### src/rtl/fetch_buffer_if.sv
// Handshake bundle between PC logic, instruction memory and decoder for fetch_buffer.
// The master modport is the fetch buffer side; slave is the surrounding core/memory.
interface fetch_buffer_if #(
    parameter int XLEN  = 32,
    parameter int DEPTH = 4
);
    localparam int CW = $clog2(DEPTH + 1);

    logic            redirect;
    logic [XLEN-1:0] redirect_pc;
    logic            halt;
    logic            imem_req;
    logic [XLEN-1:0] imem_addr;
    logic            imem_ack;
    logic [31:0]     imem_rdata;
    logic            inst_valid;
    logic [31:0]     inst;
    logic [XLEN-1:0] inst_pc;
    logic            inst_ready;
    logic [CW-1:0]   count;

    modport master (
        input  redirect, redirect_pc, halt, imem_ack, imem_rdata, inst_ready,
        output imem_req, imem_addr, inst_valid, inst, inst_pc, count
    );

    modport slave (
        output redirect, redirect_pc, halt, imem_ack, imem_rdata, inst_ready,
        input  imem_req, imem_addr, inst_valid, inst, inst_pc, count
    );
endinterface

### src/rtl/fetch_buffer.sv
// Instruction-fetch front end: one-outstanding handshaked memory request feeding a prefetch FIFO.
// Optional same-cycle bypass of an acked word when the FIFO is empty: define FETCH_BYPASS_EN.
module fetch_buffer #(
    parameter int              XLEN     = 32,
    parameter int              DEPTH    = 4,
    parameter logic [XLEN-1:0] RESET_PC = XLEN'(32'h0000_0000)
) (
    input  logic           sysclk,
    input  logic           cpu_resetn,
    fetch_buffer_if.master bus
);
    localparam int            PW      = $clog2(DEPTH);
    localparam int            CW      = $clog2(DEPTH + 1);
    localparam logic [CW-1:0] DEPTH_C = CW'(DEPTH);

    typedef enum logic [1:0] {
        S_IDLE = 2'd0,
        S_REQ  = 2'd1,
        S_DROP = 2'd2
    } state_t;

    state_t          state_q, state_d;
    logic [XLEN-1:0] fetch_pc_q, fetch_pc_d;
    logic [XLEN-1:0] addr_q, addr_d;
    logic [PW-1:0]   head_q, head_d;
    logic [PW-1:0]   tail_q, tail_d;
    logic [CW-1:0]   count_q, count_d;
    logic [31:0]     mem_inst_q [DEPTH];
    logic [31:0]     mem_inst_d [DEPTH];
    logic [XLEN-1:0] mem_pc_q [DEPTH];
    logic [XLEN-1:0] mem_pc_d [DEPTH];

    logic            req_s;
    logic [XLEN-1:0] addr_s;
    logic            push_s;
    logic            store_s;
    logic            pop_s;
    logic            unused_rpc_s;

    assign unused_rpc_s = ^bus.redirect_pc[1:0];

    // Request outputs; REQ/DROP replay the latched address so it is stable until ack.
    always_comb begin
        req_s  = 1'b0;
        addr_s = fetch_pc_q;
        case (state_q)
            S_IDLE: begin
                req_s  = cpu_resetn & ~bus.halt & ~bus.redirect & (count_q < DEPTH_C);
                addr_s = fetch_pc_q;
            end
            S_REQ, S_DROP: begin
                req_s  = 1'b1;
                addr_s = addr_q;
            end
            default: begin
                req_s  = 1'b0;
                addr_s = fetch_pc_q;
            end
        endcase
    end

    // Fetch FSM next state, fetch PC and push decision.
    always_comb begin
        state_d    = state_q;
        fetch_pc_d = fetch_pc_q;
        addr_d     = addr_q;
        push_s     = 1'b0;
        if (bus.redirect) begin
            fetch_pc_d = {bus.redirect_pc[XLEN-1:2], 2'b00};
            if ((state_q == S_REQ || state_q == S_DROP) && !bus.imem_ack) begin
                state_d = S_DROP;
            end else begin
                state_d = S_IDLE;
            end
        end else begin
            case (state_q)
                S_IDLE: begin
                    if (req_s) begin
                        addr_d = fetch_pc_q;
                        if (bus.imem_ack) begin
                            push_s     = 1'b1;
                            fetch_pc_d = fetch_pc_q + XLEN'(4);
                        end else begin
                            state_d = S_REQ;
                        end
                    end else begin
                        state_d = S_IDLE;
                    end
                end
                S_REQ: begin
                    if (bus.imem_ack) begin
                        push_s     = 1'b1;
                        fetch_pc_d = fetch_pc_q + XLEN'(4);
                        state_d    = S_IDLE;
                    end else begin
                        state_d = S_REQ;
                    end
                end
                S_DROP: begin
                    if (bus.imem_ack) begin
                        state_d = S_IDLE;
                    end else begin
                        state_d = S_DROP;
                    end
                end
                default: state_d = S_IDLE;
            endcase
        end
    end

`ifdef FETCH_BYPASS_EN
    logic byp_s;
    assign byp_s   = (count_q == CW'(0)) & (state_q != S_DROP) & ~bus.redirect & req_s & bus.imem_ack;
    // A bypassed word consumed in the same cycle never occupies a slot.
    assign store_s = push_s & ~(byp_s & bus.inst_ready);
    assign bus.inst_valid = (count_q != CW'(0)) | byp_s;
    assign bus.inst       = byp_s ? bus.imem_rdata : mem_inst_q[head_q];
    assign bus.inst_pc    = byp_s ? addr_s : mem_pc_q[head_q];
`else
    assign store_s        = push_s;
    assign bus.inst_valid = (count_q != CW'(0));
    assign bus.inst       = mem_inst_q[head_q];
    assign bus.inst_pc    = mem_pc_q[head_q];
`endif

    assign pop_s         = (count_q != CW'(0)) & bus.inst_ready & ~bus.redirect;
    assign bus.imem_req  = req_s;
    assign bus.imem_addr = addr_s;
    assign bus.count     = count_q;

    // FIFO pointers and storage; a flush keeps head so the output word holds.
    always_comb begin
        mem_inst_d = mem_inst_q;
        mem_pc_d   = mem_pc_q;
        head_d     = head_q;
        tail_d     = tail_q;
        count_d    = count_q;
        if (bus.redirect) begin
            tail_d  = head_q;
            count_d = CW'(0);
        end else begin
            if (store_s) begin
                mem_inst_d[tail_q] = bus.imem_rdata;
                mem_pc_d[tail_q]   = fetch_pc_q;
                tail_d             = tail_q + PW'(1);
            end else begin
                tail_d = tail_q;
            end
            if (pop_s) begin
                head_d = head_q + PW'(1);
            end else begin
                head_d = head_q;
            end
            count_d = count_q + CW'(store_s) - CW'(pop_s);
        end
    end

    // State registers.
    always_ff @(posedge sysclk or negedge cpu_resetn) begin
        if (!cpu_resetn) begin
            state_q    <= S_IDLE;
            fetch_pc_q <= RESET_PC;
            addr_q     <= RESET_PC;
            head_q     <= PW'(0);
            tail_q     <= PW'(0);
            count_q    <= CW'(0);
            for (int i = 0; i < DEPTH; i++) begin
                mem_inst_q[i] <= 32'h0000_0000;
                mem_pc_q[i]   <= XLEN'(0);
            end
        end else begin
            state_q    <= state_d;
            fetch_pc_q <= fetch_pc_d;
            addr_q     <= addr_d;
            head_q     <= head_d;
            tail_q     <= tail_d;
            count_q    <= count_d;
            mem_inst_q <= mem_inst_d;
            mem_pc_q   <= mem_pc_d;
        end
    end
endmodule

### src/flat_wrapper.sv
// flat-port wrapper written by rule: the top's interface ports become plain ports
module fetch_buffer_flat 
#(
    parameter int              XLEN     = 32,
    parameter int              DEPTH    = 4,
    parameter logic [XLEN-1:0] RESET_PC = XLEN'(32'h0000_0000)
)
  (sysclk, cpu_resetn, bus_redirect, bus_redirect_pc, bus_halt, bus_imem_ack, bus_imem_rdata, bus_inst_ready, bus_imem_req, bus_imem_addr, bus_inst_valid, bus_inst, bus_inst_pc, bus_count);
  fetch_buffer_if #(.XLEN(XLEN), .DEPTH(DEPTH)) bus_i ();
  input  logic sysclk;
  input  logic cpu_resetn;
  input wire logic [$bits(bus_i.redirect)-1:0] bus_redirect;
  input wire logic [$bits(bus_i.redirect_pc)-1:0] bus_redirect_pc;
  input wire logic [$bits(bus_i.halt)-1:0] bus_halt;
  input wire logic [$bits(bus_i.imem_ack)-1:0] bus_imem_ack;
  input wire logic [$bits(bus_i.imem_rdata)-1:0] bus_imem_rdata;
  input wire logic [$bits(bus_i.inst_ready)-1:0] bus_inst_ready;
  output wire logic [$bits(bus_i.imem_req)-1:0] bus_imem_req;
  output wire logic [$bits(bus_i.imem_addr)-1:0] bus_imem_addr;
  output wire logic [$bits(bus_i.inst_valid)-1:0] bus_inst_valid;
  output wire logic [$bits(bus_i.inst)-1:0] bus_inst;
  output wire logic [$bits(bus_i.inst_pc)-1:0] bus_inst_pc;
  output wire logic [$bits(bus_i.count)-1:0] bus_count;
  assign bus_i.redirect = bus_redirect;
  assign bus_i.redirect_pc = bus_redirect_pc;
  assign bus_i.halt = bus_halt;
  assign bus_i.imem_ack = bus_imem_ack;
  assign bus_i.imem_rdata = bus_imem_rdata;
  assign bus_i.inst_ready = bus_inst_ready;
  assign bus_imem_req = bus_i.imem_req;
  assign bus_imem_addr = bus_i.imem_addr;
  assign bus_inst_valid = bus_i.inst_valid;
  assign bus_inst = bus_i.inst;
  assign bus_inst_pc = bus_i.inst_pc;
  assign bus_count = bus_i.count;
  fetch_buffer #(.XLEN(XLEN), .DEPTH(DEPTH), .RESET_PC(RESET_PC)) u_core (.sysclk(sysclk), .cpu_resetn(cpu_resetn), .bus(bus_i));
endmodule
### config.mk
export PLATFORM = sky130hd
export DESIGN_NAME = fetch_buffer_flat
export DESIGN_NICKNAME = d
export VERILOG_FILES = /design/src/rtl/fetch_buffer_if.sv /design/src/rtl/fetch_buffer.sv /design/src/flat_wrapper.sv
export SDC_FILE = /design/constraint.sdc
export NUM_CORES = 1
export LEC_CHECK = 0
export ABC_AREA = 1
export BUFFER_PORTS_ARGS = -buffer_cell sky130_fd_sc_hd__buf_2
export CORE_MARGIN = 8
export CORE_UTILIZATION = 30
export CTS_CLUSTER_DIAMETER = 150
export CTS_CLUSTER_SIZE = 12
export DETAILED_ROUTE_END_ITERATION = 16
export GPL_TIMING_DRIVEN = 1
export MAX_ROUTING_LAYER = met4
export PLACE_DENSITY = 0.51
export SLEW_MARGIN = 5
export SYNTH_ARGS = -nofsm -noshare
export SYNTH_HDL_FRONTEND = slang
export SYNTH_SLANG_ARGS = --single-unit
### constraint.sdc
create_clock -name sysclk -period 4.35 [get_ports sysclk]
set_input_delay 0.435 -clock sysclk [delete_from_list [all_inputs] [get_ports sysclk]]
set_output_delay 0.435 -clock sysclk [all_outputs]
set_load 0.01 [all_outputs]
==> impl_metrics.py, run 1 <==
metrics = {
    "detailed_routing": {
        "drtIter0Drc": 1360,
        "drc": 0,
        "wirelength_mm": 56.0,
        "vias_per_cell": 5.24,
        "vias": 14924,
        "dr.pass1.iters": 6,
        "wl_per_cell_um": 19.6,
        "ant_nets": 0,
    },
    "sta": {
        "timing.final.crit_period_ns": 3.54,
        "drv_slew": 0,
        "worst_pin_slew_ns": 1.17,
        "fmax_ghz": 0.283,
        "finalHoldViolCount": 0,
        "worst_clock_skew_ns": 0.00998,
        "rsz0062_at_grt": "false",
        "fin_crit_sh_pct": 81.3,
        "setup_violations": 0,
        "slew_headroom_pct": 22.2,
        "setup_tns_ns": 0,
    },
    "placement": {
        "dpl_cell_area_um2": 17400,
        "place.port_buffers": 164,
        "place_congestion": 0.851,
        "dp.cells": 2812,
        "hpwl_mm": 31.7,
    },
    "grt": {
        "grt_pass1_vias": 14758,
        "grt_first_pass_wirelength_mm": 87.6,
        "grt-ovfl-total": 0,
        "grt_max_degree": 188,
        "antenna_found_initial": 2,
        "grt_util_all_layers_pct": 17.9,
    },
    "layout": {
        "final_nets": 2231,
        "drive_above_1_share_pct": 11.0,
        "syn2layout_area_growth_pct": 11.8,
        "fill_cells": 5692,
        "finish.utilization_pct": 33.8,
        "final_area_um2": 18200,
        "instances_no_fill": 2848,
    },
    "critical_path": {
        "worst_path_max_delay_cell": "dfrtp_4",
        "crit_path_cell_trace": "buf_4, o21ai_0, o22ai_1, buf_2",
        "cp.arrival_ns": 3.10,
        "cpLargestDelayFamily": "buffers and inverters",
        "r2r_start": "u_core.state_q[0]",
        "critPathRequiredTime_ns": 3.91,
        "rr_endpoint": "u_core.mem_pc_q[126]",
        "cp.depth": 4,
        "cp-endpoint": "bus_inst_pc[14]",
        "cpPeakStageDelay_ns": 0.86,
        "startpoint": "u_core.head_q[0]",
        "start_kind": "flip-flop",
        "path_buf_inv": 2,
        "cp_max_fo": 71,
        "end_kind": "primary output",
        "ff2ff_setup_slack_ns": 1.42,
        "r2r_cells": 12,
        "crit_type": "flip-flop to primary output",
    },
    "synth": {
        "synthesis.area_um2": 16300,
        "synth_top_area_share_pct": 48.8,
        "netlist_instances": 2129,
        "synth_area_leader_cell": "dfrtp_1",
        "ys.warnings.count": 0,
        "yosysUniqueCellTypes": 28,
        "async_flop_share_pct": 100,
        "yosysSeqAreaShare_pct": 48.8,
        "avgSynthCellArea_um2": 7.63,
        "synthTopCellsByArea": "dfrtp_1 (49%), nand2_1 (17%), nand4_1 (9.7%), o21ai_0 (5.5%), nor2_1 (5.1%)",
        "synth_seq_cells": 317,
        "ys.flop_type": "dfrtp_1",
        "synth_edf_count": 0,
    },
    "power_and_ir_drop": {
        "pwr-share-seq_pct": 40.2,
        "leakagePower_nw": 9.07,
        "powerDensity_nw_per_um2": 689,
        "p_comb_share_pct": 40.8,
        "power_frac_clock_pct": 19.0,
        "intPower_w": 0.00701,
        "p_sw_w": 0.00551,
        "ir_drop_mv": 0.394,
        "p_sw_share_pct": 44.0,
    },
    "clock_network": {
        "path_clk_slew_ns": 0.07,
        "clock_latency_ns": 0.57,
        "cts_tree": "done",
        "cts_root_buffer": "clkbuf_16",
        "cts.sinks": 317,
        "clock_path_buffers": 3,
        "h-tree-depth": 1,
        "cts_buffers": 30,
    },
    "die": {
        "start_util_pct": 30.3,
        "die_height_um": 249,
        "ios": 171,
        "die-area_um2": 61900,
        "num_rows": 85,
        "core-area_um2": 53700,
        "die_w_um": 249,
    },
    "outcome": {
        "status": "completed",
    },
    "worst_hold_path": {
        "hp-class": "input port to flip-flop",
    },
    "flow_run": {
        "maxCapViolations": 0,
    },
}
-- worst min path at each step --
stage / startpoint / to / slack (ns) / cells after the start
after CTS: bus_imem_rdata[0] / u_core.mem_inst_q[0] / 0.12 / 3
after floorplan: cpu_resetn / u_core.addr_q[10] / 0.14 / 0
after global routing: bus_imem_rdata[14] / u_core.mem_inst_q[78] / 0.14 / 3
after detailed placement: cpu_resetn / u_core.mem_inst_q[50] / 0.33 / 1
final: bus_imem_rdata[2] / u_core.mem_inst_q[2] / 0.16 / 3
after global placement: cpu_resetn / u_core.mem_inst_q[50] / 0.33 / 1
-- area by class of cell --
cell class              count  area [µm²]  share of cell area [%]
repair buffers            189        1120                    6.17
flip-flops and latches    317        7940                    43.7
inverters                  53         209                    1.15
well taps                 696         871                    4.79
diodes                      2        5.00                  0.0275
clock inverters             1        8.76                  0.0482
clock buffers              32         779                    4.29
multi-input cells        1558        7240                    39.8
-- worst register-to-register path, cell delays in order, from the launching register on --
cell and delay (ns):
dfrtp_1 0.42, inv_1 0.10, ha_1 0.24, inv_1 0.09
nor2_1 0.09, nand3_1 0.07, nand2_1 0.11, nand4_1 0.16
nand2_4 0.41, nand3_4 0.56, buf_12 0.40, nand2_1 0.10
nand2_1 0.05
-- routing by layer --
metal / up-vias / GRT usage [%] / share of wire (%)
met5: - / - / 0
li1: 7129 / - / -
met3: 67 / 2.40 / 4.6
met4: 0 / 4.68 / 2.5
met2: 431 / 27.7 / 45
met1: 7297 / 24.6 / 48
-- repair_timing --
| item | CTS | global route |
|---|---|---|
| gates resized for setup | 0 | 0 |
| buffers inserted | 0 | 0 |
| hold endpoints to repair | 32 | 0 |
| hold buffers | 1 | 0 |
-- Yosys cell counts (4+ instances only) --
| cell type | number |
|---|---|
| buf_4 | 24 |
| ha_1 | 11 |
| nor2_1 | 220 |
| nand4_1 | 252 |
| nand3_1 | 44 |
| dfrtp_1 | 317 |
| xor2_1 | 7 |
| buf_2 | 44 |
| o21ai_0 | 178 |
| o21ai_1 | 30 |
| mux2i_1 | 4 |
| nand2_1 | 727 |
| inv_1 | 50 |
| clkbuf_1 | 133 |
| a21oi_1 | 7 |
| nand3_4 | 4 |
| o22ai_1 | 62 |
-- cell usage in the layout (no fill, tap or decap), types with 2 or more instances in the layout --
cell type,n
xor2_1,7
mux2i_1,4
nand3_4,4
nand4_1,252
o21ai_1,30
nand3b_1,2
diode_2,2
buf_2,163
inv_2,2
clkbuf_16,31
a21oi_1,7
conb_1,4
ha_2,4
nor2_1,220
o21ai_0,178
ha_1,7
nand2_1,726
o22ai_1,62
buf_4,16
inv_1,49
o21bai_1,2
dfrtp_1,315
buf_12,8
nand3_1,43
-- sequential cells by signal, summed over array words and instances, names as in the netlist --
register / cells
u_core.mem_pc_q: 120
u_core.tail_q: 2
u_core.addr_q: 30
u_core.fetch_pc_q: 30
u_core.bus.count: 3
u_core.mem_inst_q: 128
u_core.head_q: 2
u_core.state_q: 2
-- cell families after synthesis --
kind of cell | share of synthesized area, %
AO/OA/AOI/OAI | 9.25
AND/OR/NAND/NOR | 33.4
flip-flops | 48.8
multiplexers | 0.246
XOR/XNOR | 0.377
other | 0.0231
buffers and inverters | 6.87
adder cells (fa/ha/maj) | 0.970
-- power groups by stage --
stage,clock [W],sequential [W],combinational (W)
floorplan,0,0.00459,0.00348
global placement,0,0.00502,0.00514
detailed placement,0,0.00506,0.00520
CTS,0.00247,0.00501,0.00521
global route,0.00258,0.00519,0.00576
finish,0.00238,0.00503,0.00511
-- metrics by stage --
| stage | hold WS (ns) | setup WS (ns) | power [W] |
|---|---|---|---|
| 2_1_floorplan | 0.139 | 1.99 | 0.00807 |
| 3_3_place_gp | 0.332 | 1.40 | 0.0102 |
| 3_5_place_dp | 0.332 | 1.35 | 0.0103 |
| 4_1_cts | 0.123 | 0.759 | 0.0127 |
| 5_1_grt | 0.138 | 0.638 | 0.0135 |
| 6_report | 0.163 | 0.811 | 0.0125 |
(Power assumes the default switching activity.)
==> inputs of run 2 (changes only) <==
- clock period: 4.35 -> 3.7 ns (I/O delays scaled with it)
==> impl_metrics.py, run 2 (synthesized netlist as in run 1, its figures left out) <==
metrics = {
    "flow_run": {
        "maxCapViolations": 0,
    },
    "detailed_routing": {
        "wirelength_mm": 55.5,
        "vias": 15049,
        "drc": 0,
        "wl_per_cell_um": 19.5,
        "ant_nets": 0,
        "vias_per_cell": 5.28,
        "drtIter0Drc": 1319,
        "dr.pass1.iters": 7,
    },
    "critical_path": {
        "cp.arrival_ns": 2.62,
        "crit_path_cell_trace": "inv_4, buf_12, o21ai_0, o22ai_1, buf_2",
        "start_kind": "flip-flop",
        "end_kind": "primary output",
        "critPathRequiredTime_ns": 3.33,
        "crit_type": "flip-flop to primary output",
        "cp_max_fo": 76,
        "worst_path_max_delay_cell": "inv_4",
        "cpLargestDelayFamily": "buffers and inverters",
        "cpPeakStageDelay_ns": 0.61,
        "path_buf_inv": 3,
    },
    "layout": {
        "top_register": "u_core.mem_inst_q",
        "mostFrequentLayoutCells": "nand2_1 (726), dfrtp_1 (315), nand4_1 (252), nor2_1 (220), o21ai_0 (178)",
        "syn2layout_area_growth_pct": 12.0,
        "drive_above_1_share_pct": 11.2,
        "instances_no_fill": 2852,
        "n_antenna_cell": 0,
        "fill_cells": 5740,
        "final_nets": 2236,
        "reg.largest.list": "u_core.mem_inst_q x128, u_core.mem_pc_q x120",
        "largest_reg_flops": 128,
        "finish.utilization_pct": 33.9,
        "layout_commonest_cell": "nand2_1",
    },
    "grt": {
        "grt-ovfl-total": 0,
        "grt_max_degree": 155,
        "grt_util_all_layers_pct": 17.8,
        "grt_pass1_vias": 14528,
        "grt_first_pass_wirelength_mm": 87.1,
        "antenna_found_initial": 0,
    },
    "sta": {
        "setup_tns_ns": 0,
        "setup_violations": 0,
        "drv_slew": 0,
        "fmax_ghz": 0.335,
        "slew_headroom_pct": 24.8,
        "finalHoldViolCount": 0,
        "worst_clock_skew_ns": 0.0231,
        "fin_crit_sh_pct": 80.8,
        "worst_pin_slew_ns": 1.13,
        "timing.final.crit_period_ns": 2.99,
        "rsz0062_at_grt": "false",
        "hold_ws_ns": 0.0911,
    },
    "placement": {
        "dp.cells": 2817,
        "place_congestion": 0.846,
        "hpwl_mm": 31.6,
        "place.port_buffers": 164,
    },
    "clock_network": {
        "cts_buffers": 30,
        "cts.sinks": 317,
        "ctsHoldBuffers": 1,
        "clock_latency_ns": 0.58,
        "cts_root_buffer": "clkbuf_16",
        "h-tree-depth": 1,
        "cts_resized": 0,
        "path_clk_slew_ns": 0.07,
        "cts_tree": "done",
        "clock_path_buffers": 3,
        "cts_setup_buffers": 0,
    },
    "die": {
        "start_util_pct": 30.3,
        "die_height_um": 249,
        "num_rows": 85,
        "die-area_um2": 61900,
        "core-area_um2": 53700,
        "die_w_um": 249,
        "ios": 171,
    },
    "worst_hold_path": {
        "hp-class": "input port to flip-flop",
    },
    "outcome": {
        "status": "completed",
    },
    "power_and_ir_drop": {
        "powerDensity_nw_per_um2": 808,
        "ir_drop_mv": 0.383,
        "finalPower_w": 0.0147,
        "leakagePower_nw": 9.09,
    },
}
-- run 2: changes by cell type in the layout (fill, tap and decap cells not counted) --
| cell | delta |
|---|---|
| diode_2 | -2 |
| clkbuf_1 | +1 |
| buf_4 | +5 |
-- run 2: path summary, 6_finish.rpt --
check / slack (ns) / startpoint / cells past startpoint / end
max: 0.71 / u_core.head_q[0] / 5 / bus_inst[15]
min: 0.09 / bus_imem_rdata[28] / 3 / u_core.mem_inst_q[124]
max reg2reg: 1.00 / u_core.state_q[0] / 12 / u_core.mem_inst_q[125]
min reg2reg: 0.46 / u_core.mem_inst_q[69] / 2 / u_core.mem_inst_q[69]
max in group asynchronous: 2.23 / cpu_resetn / 3 / u_core.mem_pc_q[115]
min in group asynchronous: 0.26 / cpu_resetn / 2 / u_core.mem_inst_q[18]
-- run 2: worst reg2reg max path: stages, from the launching register on --
cell     delay [ns]
dfrtp_1        0.42
inv_1          0.11
ha_1           0.24
inv_1          0.10
nor2_1         0.09
nand3_1        0.07
nand2_1        0.11
nand4_1        0.17
nand2_4        0.24
nand3_4        0.44
buf_12         0.41
nand2_1        0.12
nand2_1        0.06
-- run 2: per-stage QoR --
| step | worst slack, ns | instance area (µm²) |
|---|---|---|
| after floorplan | 1.41 | 16300 |
| after global placement | 1.07 | 17400 |
| after detailed placement | 0.979 | 17400 |
| after CTS | 0.684 | 18200 |
| after global routing | 0.555 | 18200 |
| final | 0.711 | 18200 |
-- run 2: area by class of cell --
type                            instances  area (µm²)  area share, %
Clock buffer                           33         783           4.30
Clock inverter                          1        8.76         0.0481
Inverter                               53         209           1.15
Multi-Input combinational cell       1558        7240           39.8
Sequential cell                       317        7940           43.6
Tap cell                              696         871           4.78
Timing Repair Buffer                  194        1160           6.36
-- run 2: metal layers --
metal	share of wire [%]	vias up	GRT usage, %
met5	0	-	-
met4	2.0	0	3.79
met3	5.3	66	2.12
met2	45	484	27.4
met1	47	7347	25.0
li1	-	7152	-
-- run 2: power breakdown --
group	internal [W]	leakage, nW	switching (W)	total, W
logic	0.00195	4.55	0.00415	0.00610
clock network	0.00147	0.389	0.00132	0.00279
registers	0.00483	4.15	0.000991	0.00582
total	0.00826	9.09	0.00646	0.0147
==> inputs of run 3 (changes only) <==
- ABC_AREA: 1 -> 0
- clock period: 3.7 -> 3 ns (I/O delays scaled with it)
==> impl_metrics.py, run 3 <==
metrics = {
    "power_and_ir_drop": {
        "powerDensity_nw_per_um2": 911,
        "leakagePower_nw": 9.22,
        "ir_drop_mv": 0.430,
    },
    "clock_network": {
        "clock_latency_ns": 0.58,
        "path_clk_slew_ns": 0.07,
        "clock_path_buffers": 3,
        "h-tree-depth": 1,
        "cts_resized": 0,
        "cts_root_buffer": "clkbuf_16",
        "ctsHoldBuffers": 63,
        "cts_buffers": 30,
        "cts_tree": "done",
        "cts.sinks": 317,
        "cts_setup_buffers": 0,
    },
    "synth": {
        "ys.flop_type": "dfrtp_1",
        "synthesis.area_um2": 16000,
        "async_flop_share_pct": 100,
        "synth_seq_cells": 317,
        "yosysUniqueCellTypes": 51,
        "avgSynthCellArea_um2": 15.9,
        "synthTopCellsByArea": "dfrtp_1 (50%), mux2_4 (23%), mux4_2 (8.7%), mux2_2 (4.7%), buf_12 (3.1%)",
        "synth_edf_count": 0,
        "ys.warnings.count": 0,
        "synth_most_common_cell": "dfrtp_1",
        "synth_area_leader_cell": "dfrtp_1",
        "ys_top_cells_by_count": "dfrtp_1 (317), mux2_4 (240), mux2_2 (66), mux4_2 (62), nand2_1 (46)",
        "netlist_instances": 1005,
        "synth_top_area_share_pct": 49.7,
        "yosysSeqAreaShare_pct": 49.7,
    },
    "critical_path": {
        "start_kind": "flip-flop",
        "cp_max_fo": 27,
        "critPathRequiredTime_ns": 2.70,
        "cp.arrival_ns": 2.40,
        "crit_type": "flip-flop to primary output",
        "end_kind": "primary output",
    },
    "die": {
        "num_rows": 84,
        "die_w_um": 247,
        "die_height_um": 247,
        "start_util_pct": 30.4,
        "die-area_um2": 60800,
        "ios": 171,
        "core-area_um2": 52600,
    },
    "grt": {
        "grt-ovfl-total": 0,
        "grt_pass1_vias": 9900,
        "grt_first_pass_wirelength_mm": 63.4,
        "antenna_found_initial": 2,
        "grt_util_all_layers_pct": 13.7,
        "grt_max_degree": 136,
    },
    "sta": {
        "worst_pin_slew_ns": 0.912,
        "setup_tns_ns": 0,
        "slew_headroom_pct": 39.2,
        "fmax_ghz": 0.370,
        "fin_crit_sh_pct": 90.2,
        "rsz0062_at_grt": "false",
        "timing.final.crit_period_ns": 2.70,
        "drv_slew": 0,
        "worst_clock_skew_ns": 0.0100,
        "finalHoldViolCount": 0,
        "setup_violations": 0,
    },
    "layout": {
        "instances_no_fill": 1912,
        "reg.largest.list": "u_core.mem_inst_q x128, u_core.mem_pc_q x120",
        "largest_reg_flops": 128,
        "finish.utilization_pct": 35.8,
        "layout_commonest_cell": "dfrtp_1",
        "final_nets": 1303,
        "top_register": "u_core.mem_inst_q",
        "drive_above_1_share_pct": 50.4,
        "mostFrequentLayoutCells": "dfrtp_1 (315), mux2_4 (240), buf_2 (163), mux2_2 (66), dlygate4sd3_1 (63)",
        "fill_cells": 5066,
        "syn2layout_area_growth_pct": 17.8,
    },
    "worst_hold_path": {
        "hp-class": "input port to flip-flop",
    },
    "placement": {
        "place.port_buffers": 164,
        "hpwl_mm": 26.1,
        "dp.cells": 1814,
        "place_congestion": 0.772,
    },
    "detailed_routing": {
        "ant_nets": 0,
        "drtIter0Drc": 494,
        "dr.pass1.iters": 4,
        "wl_per_cell_um": 21.2,
        "vias_per_cell": 4.71,
        "wirelength_mm": 40.6,
        "drc": 0,
        "vias": 8996,
    },
    "outcome": {
        "status": "completed",
    },
    "flow_run": {
        "maxCapViolations": 0,
    },
}
## run 3: cell types whose count changed after synthesis, moves of 35 or more
cell      delta
nand2_1    -681
mux2_4     +240
nand4_1    -238
nor2_1     -209
o21ai_0    -146
clkbuf_1    -98
mux2_2      +66
mux4_2      +62
o22ai_1     -62
inv_1       -39
buf_2       -35
## run 3: final timing paths
path / slack (ns) / endpoint / from / cells past startpoint
worst max-delay path: 0.30 / bus_inst[14] / u_core.head_q[0] / 3
worst min-delay path: 0.05 / u_core.fetch_pc_q[3] / bus_redirect / 2
worst max register to register: 0.40 / u_core.bus.count[2] / u_core.state_q[0] / 11
worst min register to register: 0.49 / u_core.addr_q[15] / u_core.addr_q[15] / 2
max in group asynchronous: 1.13 / u_core.mem_inst_q[65] / cpu_resetn / 4
min in group asynchronous: 0.48 / u_core.mem_inst_q[66] / cpu_resetn / 3
## run 3: cells by family after synthesis
logic type                 after synthesis  synth area share, %
AOI/OAI and AO/OA                       53                 2.04
muxes                                  371                 36.2
buffers and inverters                   97                 5.05
other                                    1               0.0235
DFF                                    317                 49.7
adders and majority gates               12                0.988
and+or+nand+nor                        125                 4.45
xor gates and xnor gates                29                 1.59
## run 3: cell type report
type	count	area, µm²	area share (%)
sequential	317	7940	42.2
multi-input combinational	594	7240	38.5
clock inverter	1	8.76	0.0466
inverter	11	41.3	0.220
tap	688	861	4.58
antenna	1	2.50	0.0133
clock buffer	33	783	4.16
timing repair buffer	267	1940	10.3
## run 3: report_power, final
part | internal, W | switching, W | total [W] | leakage (nW)
Combinational | 0.00407 | 0.00250 | 0.00658 | 4.77
Sequential | 0.00599 | 0.00114 | 0.00713 | 4.06
Clock | 0.00181 | 0.00162 | 0.00343 | 0.389
## run 3: stage by stage
stage / instance area [µm²] / worst slack, ns / hold slack, ns / power, W
after floorplan: 16000 / 0.504 / 0.00441 / 0.0116
final: 18800 / 0.295 / 0.0475 / 0.0171
after detailed placement: 17400 / 0.425 / 0.481 / 0.0138
after global placement: 17400 / 0.424 / 0.467 / 0.0136
after global routing: 18800 / 0.151 / 0.0518 / 0.0182
after CTS: 18800 / 0.211 / 0.0231 / 0.0174
## run 3: critical path, stage by stage (launching register included)
cell     delay [ns]
dfrtp_4        0.73
buf_12         0.32
mux4_2         0.58
buf_2          0.16
## run 3: metal layers
layer	vias up	part of all wire, %	global-route usage (%)
li1	4052	-	-
met1	4731	48	19.1
met2	174	46	21.1
met3	39	4.4	2.26
met4	0	1.3	2.42
met5	-	0	-
